<file path="config.mk">
export PLATFORM = sky130hd
export DESIGN_NAME = vdma_frame_scheduler
export DESIGN_NICKNAME = d
export VERILOG_FILES = /design/src/rtl/vdma_frame_scheduler.sv
export SDC_FILE = /design/constraint.sdc
export NUM_CORES = 1
export LEC_CHECK = 0
export CORE_MARGIN = 2
export CORE_UTILIZATION = 40
export DETAILED_ROUTE_END_ITERATION = 8
export PLACE_DENSITY_LB_ADDON = 0.08
export REMOVE_ABC_BUFFERS = 1
export SLEW_MARGIN = 10
export SYNTH_ARGS = -nofsm -noshare
export SYNTH_HDL_FRONTEND = slang
export SYNTH_SLANG_ARGS = --single-unit
</file>
<file path="constraint.sdc">
create_clock -name clock -period 2.4 [get_ports clock]
set_input_delay 0.36 -clock clock [delete_from_list [all_inputs] [get_ports clock]]
set_output_delay 0.36 -clock clock [all_outputs]
set_load 0.02 [all_outputs]
</file>
<file path="src/rtl/vdma_frame_scheduler.sv">
// Frame buffer rotation for a VDMA writer/reader pair: chooses the write and read
// buffers on frame-sync edges, so the writer never targets the buffer being read.
module vdma_frame_scheduler #(
    parameter int          ASIZE        = 29,
    parameter int          BUF_NUM      = 3,
    parameter logic [31:0] BASE_ADDR    = 32'h0000_0000,
    parameter logic [31:0] FRAME_STRIDE = 32'h0080_0000
) (
    input  logic             clock,
    input  logic             rst,
    input  logic             enable,
    input  logic             wr_vs,
    input  logic             wr_done,
    input  logic             rd_vs,
    output logic [2:0]       wr_point,
    output logic [2:0]       rd_point,
    output logic [ASIZE-1:0] wr_baseaddr,
    output logic [ASIZE-1:0] rd_baseaddr,
    output logic             frame_valid,
    output logic             rd_new,
    output logic             rd_repeat,
    output logic             wr_overwrite,
    output logic [15:0]      frame_cnt,
    output logic [15:0]      drop_cnt
);

    typedef enum logic [0:0] {WR_IDLE = 1'b0, WR_OPEN = 1'b1} wr_state_t;

    function automatic logic [2:0] buf_step(input logic [2:0] idx, input logic [2:0] inc);
        logic [3:0] sum;
        sum = {1'b0, idx} + {1'b0, inc};
        if (sum >= 4'(BUF_NUM)) begin
            sum = sum - 4'(BUF_NUM);
        end else begin
            sum = sum;
        end
        return sum[2:0];
    endfunction

    function automatic logic [ASIZE-1:0] addr_of(input logic [2:0] point);
        logic [63:0] full;
        full = 64'(BASE_ADDR) + 64'(point) * 64'(FRAME_STRIDE);
        return full[ASIZE-1:0];
    endfunction

    wr_state_t   state_q, state_d;
    logic        wr_cur_q, wr_cur_d, wr_prev_q, wr_prev_d;
    logic        rd_cur_q, rd_cur_d, rd_prev_q, rd_prev_d;
    logic        done_q, done_d, valid_q, valid_d;
    logic [2:0]  wr_point_q, wr_point_d, rd_point_q, rd_point_d, latest_q, latest_d;
    logic        rd_new_q, rd_new_d, rd_repeat_q, rd_repeat_d, overwrite_q, overwrite_d;
    logic [15:0] frame_cnt_q, frame_cnt_d, drop_cnt_q, drop_cnt_d;
    logic        wr_edge_s, rd_edge_s;
    logic [2:0]  cand1_s, cand2_s;

    assign wr_edge_s = wr_cur_q & ~wr_prev_q;
    assign rd_edge_s = rd_cur_q & ~rd_prev_q;

    // Next-state logic: reader resolves first, writer then steers around the new rd_point.
    always_comb begin
        state_d     = state_q;
        wr_cur_d    = wr_cur_q;
        wr_prev_d   = wr_prev_q;
        rd_cur_d    = rd_cur_q;
        rd_prev_d   = rd_prev_q;
        done_d      = done_q;
        valid_d     = valid_q;
        wr_point_d  = wr_point_q;
        rd_point_d  = rd_point_q;
        latest_d    = latest_q;
        frame_cnt_d = frame_cnt_q;
        drop_cnt_d  = drop_cnt_q;
        rd_new_d    = 1'b0;
        rd_repeat_d = 1'b0;
        overwrite_d = 1'b0;
        cand1_s     = buf_step(wr_point_q, 3'd1);
        cand2_s     = buf_step(wr_point_q, 3'd2);
        if (enable) begin
            wr_cur_d  = wr_vs;
            wr_prev_d = wr_cur_q;
            rd_cur_d  = rd_vs;
            rd_prev_d = rd_cur_q;
            if (rd_edge_s) begin
                if (valid_q && (latest_q != rd_point_q)) begin
                    rd_point_d = latest_q;
                    rd_new_d   = 1'b1;
                end else begin
                    rd_repeat_d = 1'b1;
                end
            end else begin
                rd_point_d = rd_point_q;
            end
            case (state_q)
                WR_IDLE: begin
                    if (wr_edge_s) begin
                        state_d = WR_OPEN;
                        done_d  = 1'b0;
                    end else begin
                        state_d = WR_IDLE;
                    end
                end
                WR_OPEN: begin
                    if (wr_edge_s) begin
                        done_d = 1'b0;
                        if (done_q || wr_done) begin
                            latest_d    = wr_point_q;
                            valid_d     = 1'b1;
                            frame_cnt_d = frame_cnt_q + 16'd1;
                            if (cand1_s != rd_point_d) begin
                                wr_point_d = cand1_s;
                            end else if ((cand2_s != rd_point_d) && (cand2_s != wr_point_q)) begin
                                wr_point_d = cand2_s;
                            end else begin
                                // No free buffer besides the reader's: rewrite in place.
                                wr_point_d  = wr_point_q;
                                overwrite_d = 1'b1;
                            end
                            if (wr_point_d == latest_d) begin
                                valid_d = 1'b0;
                            end else begin
                                valid_d = 1'b1;
                            end
                        end else begin
                            drop_cnt_d = drop_cnt_q + 16'd1;
                        end
                    end else if (wr_done) begin
                        done_d = 1'b1;
                    end else begin
                        done_d = done_q;
                    end
                end
                default: begin
                    state_d = WR_IDLE;
                    done_d  = 1'b0;
                end
            endcase
        end else begin
            state_d = state_q;
        end
    end

    // State register; every status output is taken from here.
    always_ff @(posedge clock or posedge rst) begin
        if (rst) begin
            state_q     <= WR_IDLE;
            wr_cur_q    <= 1'b0;
            wr_prev_q   <= 1'b0;
            rd_cur_q    <= 1'b0;
            rd_prev_q   <= 1'b0;
            done_q      <= 1'b0;
            valid_q     <= 1'b0;
            wr_point_q  <= 3'd0;
            rd_point_q  <= 3'(BUF_NUM - 1);
            latest_q    <= 3'd0;
            frame_cnt_q <= 16'd0;
            drop_cnt_q  <= 16'd0;
            rd_new_q    <= 1'b0;
            rd_repeat_q <= 1'b0;
            overwrite_q <= 1'b0;
        end else begin
            state_q     <= state_d;
            wr_cur_q    <= wr_cur_d;
            wr_prev_q   <= wr_prev_d;
            rd_cur_q    <= rd_cur_d;
            rd_prev_q   <= rd_prev_d;
            done_q      <= done_d;
            valid_q     <= valid_d;
            wr_point_q  <= wr_point_d;
            rd_point_q  <= rd_point_d;
            latest_q    <= latest_d;
            frame_cnt_q <= frame_cnt_d;
            drop_cnt_q  <= drop_cnt_d;
            rd_new_q    <= rd_new_d;
            rd_repeat_q <= rd_repeat_d;
            overwrite_q <= overwrite_d;
        end
    end

    assign wr_point     = wr_point_q;
    assign rd_point     = rd_point_q;
    assign wr_baseaddr  = addr_of(wr_point_q);
    assign rd_baseaddr  = addr_of(rd_point_q);
    assign frame_valid  = valid_q;
    assign rd_new       = rd_new_q;
    assign rd_repeat    = rd_repeat_q;
    assign wr_overwrite = overwrite_q;
    assign frame_cnt    = frame_cnt_q;
    assign drop_cnt     = drop_cnt_q;

endmodule

</file>
### After elaboration in Yosys (flattened, before gate mapping)

Cells that the tools add are included.

* order comparisons: 2
* $add $sub $neg: 6
* muxes and demuxes: 30
* eq/ne operators: 7
* reduce and logical (&&, ||, !) cells: 6
* bitwise gates (word level): 6

Operators by type and width (count)
* $mux W3: 11
* $add A16 B1 Y16 const B: 2
* $mux W1: 18
* $ne A3 B3 Y1: 4
* $ge A4 B2 Y1 const B: 2
* $reduce_and A4 Y1: 2
* $sub A3 B2 Y3 const B: 2
* $add A3 B1 Y4 const B: 1
* $add A3 B2 Y4 const B: 1
* $not A1 Y1: 4
* $eq A3 B3 Y1: 1
* $ne A3 B2 Y1 const B: 1
* $reduce_and A3 Y1: 1
* $and A1 B1 Y1: 2
* $logic_and A1 B1 Y1: 2
* $ne A2 B2 Y1 const B: 1
* $pmux W1 S2: 1
* $logic_or A1 B1 Y1: 1

* bits of input ports: 6
* register bits after elaboration: 51
* logic and storage cells: 72
* output and inout bits: 100

### Logic depth before layout (Yosys ltp)

* depth after elaboration: 15
* depth in mapped cells: 9
* depth with buffers taken out: 9

### Worst setup path after synthesis

No wires, ideal clock.

* path kind: reg2reg
* from: reg wr_point_q[0], in the netlist wr_point[0]
* to: reg valid_q, in the netlist frame_valid
* period minus slack after synthesis: 2.310 ns
* arrival: 2.178 ns
* slack: 0.090 ns
* path buffers: 0
* cell stages (with the launch flop): 9
* cell sequence: dfrtp_1 -> ha_1 -> xor2_1 -> o21a_1 -> nor2_1 -> xor2_1 -> nand3_2 -> nor4_2 -> o22ai_1

* longest elaborated chain between the ends: 13
* elaborated cells on any way between the ends: 20
* those cells by class: add/sub: 4; order compare: 2; eq/ne: 4; mux: 9; reduce/logical: 1

Ends and longest elaborated chain
* from (decl): line 50 `logic [2:0] wr_point_q, wr_point_d, rd_point_q, rd_point_d, latest_q, latest_d;`
* from (signal assigned): line 168 `wr_point_q <= wr_point_d;`
* $add A3 B2 Y4: line 31 `sum = {1'b0, idx} + {1'b0, inc};`
* $ge A4 B2 Y1 / $sub A3 B2 Y3 (equally long branches): line 32, 33
* $mux W3: line 32 `if (sum >= 4'(BUF_NUM)) begin`
* $ne A3 B3 Y1: line 111 `end else if ((cand2_s != rd_point_d) && (cand2_s != wr_point_q)) begin`
* $logic_and A1 B1 Y1: line 111
* $mux W3: line 111
* $mux W3: line 109 `if (cand1_s != rd_point_d) begin`
* $mux W3: line 105 `if (done_q || wr_done) begin`
* $mux W3: line 103 `if (wr_edge_s) begin`
* $mux W3: line 93 `case (state_q)`
* $mux W3: line 78 `if (enable) begin`
* $eq A3 B3 Y1 (*): line 118 `if (wr_point_d == latest_d) begin`
* $mux W1 (*): line 118
* to (signal assigned): line 167 `valid_q <= valid_d;`
* to (decl): line 49 `logic done_q, done_d, valid_q, valid_d;`

Mark *: on every way between the ends. The rest lies on a longest branch, timed or not. The select of a mux whose other input is x is not followed.
A chain may end at the register's enable or synchronous reset.

### Final worst setup path

* from: reg wr_point_q[1], in the netlist wr_point[1]
* to: reg valid_q, in the netlist frame_valid

The elaborated chain is that of the path after synthesis.

==> summary.md <==
| Metric | Value |
|---|---|
| Synth Area per Inst | `10.1 um2` |
| Sequential element share of the synthesized area | `41.3%` |
| Uppermost layer routed | `met4` |
| Max Cap Violations | `0` |
| Die W | `92.0 um` |
| Clk buf depth | `2` |
| Antenna violations before repair | `0` |
| Most frequent cells in the layout | `clkdlybuf4s50_1 (53), conb_1 (52), dfrtp_1 (49)` |
| Crit path time final | `2.30 ns` |
| First drt pass iteration count | `4` |
| Netlist Area Pre-Place | `3090 um2` |
| DRT iter0 DRCs | `54` |
| Antenna Nets Post-Route | `0` |
| Routed WL | `5.72 mm` |
| Clock Skews | `0.00767 ns` |
| Distinct cells, synth | `45` |
| Number of flops mapped to enable cells by yosys | `0` |
| Final Setup Violations | `0` |
| Fill cells | `743` |
| Vias in the first global route | `2,014` |
| DP HPWL | `4.38 mm` |
| Fin. Hold Viols | `0` |
| Synth Flop Type | `dfrtp_1` |
| Async set or reset register ratio after synthesis | `100%` |
| Diode count | `0` |
| Die extent in y | `92.0 um` |
| Tcrit/Tclk final | `95.9%` |
| Wirelength per Cell | `12.0 um` |
| Total setup buffers inserted after CTS | `0` |
| Initial Util | `40.7%` |
| Register clock-pin slew on the reported worst setup and hold paths | `0.09 ns` |
| Share of layout cells above drive strength 1 | `12.8%` |
| Clock latency on the worst-skew pair | `0.30 ns` |
| Hold crit path type | `input pin to async pin` |
| Placer congestion estimate | `0.825` |
| Largest net degree at the start of global routing | `52` |
| Met3 Wirelength | `307 um` |
| Grt total ovfl | `0` |
| Overall routing resource usage | `14.2%` |
| Hold_ws | `0.425 ns` |
| Num CTS Buffers | `5` |
| Startpoint Class | `register` |
| Status | `finished, final reports clean` |
| First-pass GRT wire length | `9.68 mm` |
| I/O Buffers | `53` |
| Top achievable clock speed | `434 MHz` |
| Final nets | `387` |
| Root buffer cell | `clkbuf_8` |
| Flops & latches, synth | `51` |
| VDD IR-drop max | `845 uV` |
| Worst path arrival time | `2.47 ns` |
| DR DRC count | `0` |
| Most common cell after layout, fill and taps aside | `clkdlybuf4s50_1` |
| RSZ-0062 raised after global routing | `yes` |
| Leakage Power | `0.00167 uW` |
| Core ar. | `7610 um2` |
| CTS tree | `built` |
| Data required time of the worst path | `2.57 ns` |
| Met1 wire length | `2.66 mm` |
| Metal2 WL | `2.68 mm` |
| Final Slew Violations | `0` |
| Die area | `8450 um2` |
| Crit-path max FO | `6` |
| Worst setup path category | `register to register` |
| Via density | `4.48` |
| Pwr/cell area | `1150 nW/um2` |
| Setup tns final | `0 ns` |
| Core Rows | `32` |
| Pwr Total | `4310 uW` |
| Post-synthesis cell count | `307` |
| Io pins | `106` |
| # hold bufs at CTS | `0` |
| Area Overhead vs Synth | `20.8%` |
| H-tree Lvls | `2` |
| Routed vias | `2,134` |
| Endpoint class of the critical path | `register` |
| Number of clock sinks | `51` |
| Syn. warnings | `0` |
final cells by class:
| class | instances | area, um2 | area share (%) |
|---|---|---|---|
| inverters | 9 | 33.8 | 0.904 |
| well taps | 102 | 128 | 3.41 |
| multi-input cells | 237 | 1550 | 41.4 |
| clock inverters | 2 | 12.5 | 0.335 |
| flip-flops and latches | 51 | 1280 | 34.2 |
| clock buffers | 6 | 72.6 | 1.94 |
| repair buffers | 69 | 663 | 17.7 |
cell usage after synthesis, types with 6 or more instances:
library cell / count / share of area, %
xor2_1: 18 / 5.1
nor2_1: 23 / 2.8
ha_1: 8 / 3.2
o21ai_0: 6 / 0.97
nand3_1: 6 / 0.97
nand2_1: 23 / 2.8
nor3_1: 7 / 1.1
a21oi_1: 8 / 1.3
buf_4: 58 / 14
dfrtp_1: 50 / 40
nand4_1: 10 / 2.0
xnor2_1: 29 / 8.2
inv_1: 8 / 0.97
registers in the layout, summed over array words and instances (netlist names):
signal        flops
latest_q          3
wr_cur_q          1
rd_cur_q          1
rd_point          3
frame_cnt        16
wr_prev_q         1
frame_valid       1
done_q            1
state_q           1
wr_point          3
wr_overwrite      1
drop_cnt         16
rd_prev_q         1
rd_new            1
rd_repeat         1
repair_timing:
action	CTS	global route
gates resized for setup	0	5
endpoints found under the hold margin	0	0
endpoints found under the setup margin	0	4
critical path, stage by stage, from the launching register on:
cell     delay (ns)
dfrtp_1        0.43
buf_4          0.18
ha_1           0.26
o21a_1         0.29
nor2_2         0.19
xor2_1         0.23
nand3_2        0.16
nor4_2         0.33
o22ai_1        0.12
power breakdown:
part	switching, uW	internal, uW
sequential	226	1010
clock	278	204
combinational	1400	1190
through the flow:
stage	util, %	instances	setup WS, ns	area (um2)
6_report	49.1	476	0.0979	3740
5_1_grt	49.1	476	-0.0194	3740
4_1_cts	48.8	476	0.0834	3710
3_5_place_dp	47.7	468	0.0308	3630
3_3_place_gp	47.7	468	0.0726	3630
2_1_floorplan	-	297	-0.0251	2840
final timing paths:
check,endpoint,start,slack (ns),cells past startpoint
worst min register to register,frame_cnt[15]$_DFFE_PP0P_,frame_cnt[15]$_DFFE_PP0P_,0.47,1
worst max register to register,frame_valid$_DFFE_PP0P_,wr_point[1]$_DFFE_PP0P_,0.1,8
worst min-delay path,rd_new$_DFF_PP0_,rst,0.42,3
min in group clock,frame_cnt[15]$_DFFE_PP0P_,frame_cnt[15]$_DFFE_PP0P_,0.47,1
worst max-delay path,frame_valid$_DFFE_PP0P_,wr_point[1]$_DFFE_PP0P_,0.1,8
max in group asynchronous,rd_point[1]$_DFFE_PP1P_,rst,1.70,3
routing by layer:
layer  vias to the layer above  GRT usage, %
li1                       1055             -
met5                         -             0
met2                        66          22.2
met3                         4          2.55
met1                      1009          20.3
met4                         0          4.10
logic make-up (layout without fill, tap and decap cells):
| family | after synthesis | in the layout | share of synthesized area [%] |
|---|---|---|---|
| AO/OA/AOI/OAI | 32 | 32 | 6.39 |
| XOR/XNOR | 48 | 48 | 14.2 |
| adder cells (fa/ha/maj) | 8 | 8 | 3.24 |
| buffers and inverters | 70 | 86 | 15.5 |
| flip-flops | 51 | 51 | 41.3 |
| multiplexers | 8 | 8 | 4.00 |
| other | 1 | 52 | 0.121 |
| AND/OR/NAND/NOR | 89 | 89 | 15.2 |
No activity file was read; power rests on OpenSTA's default activity.
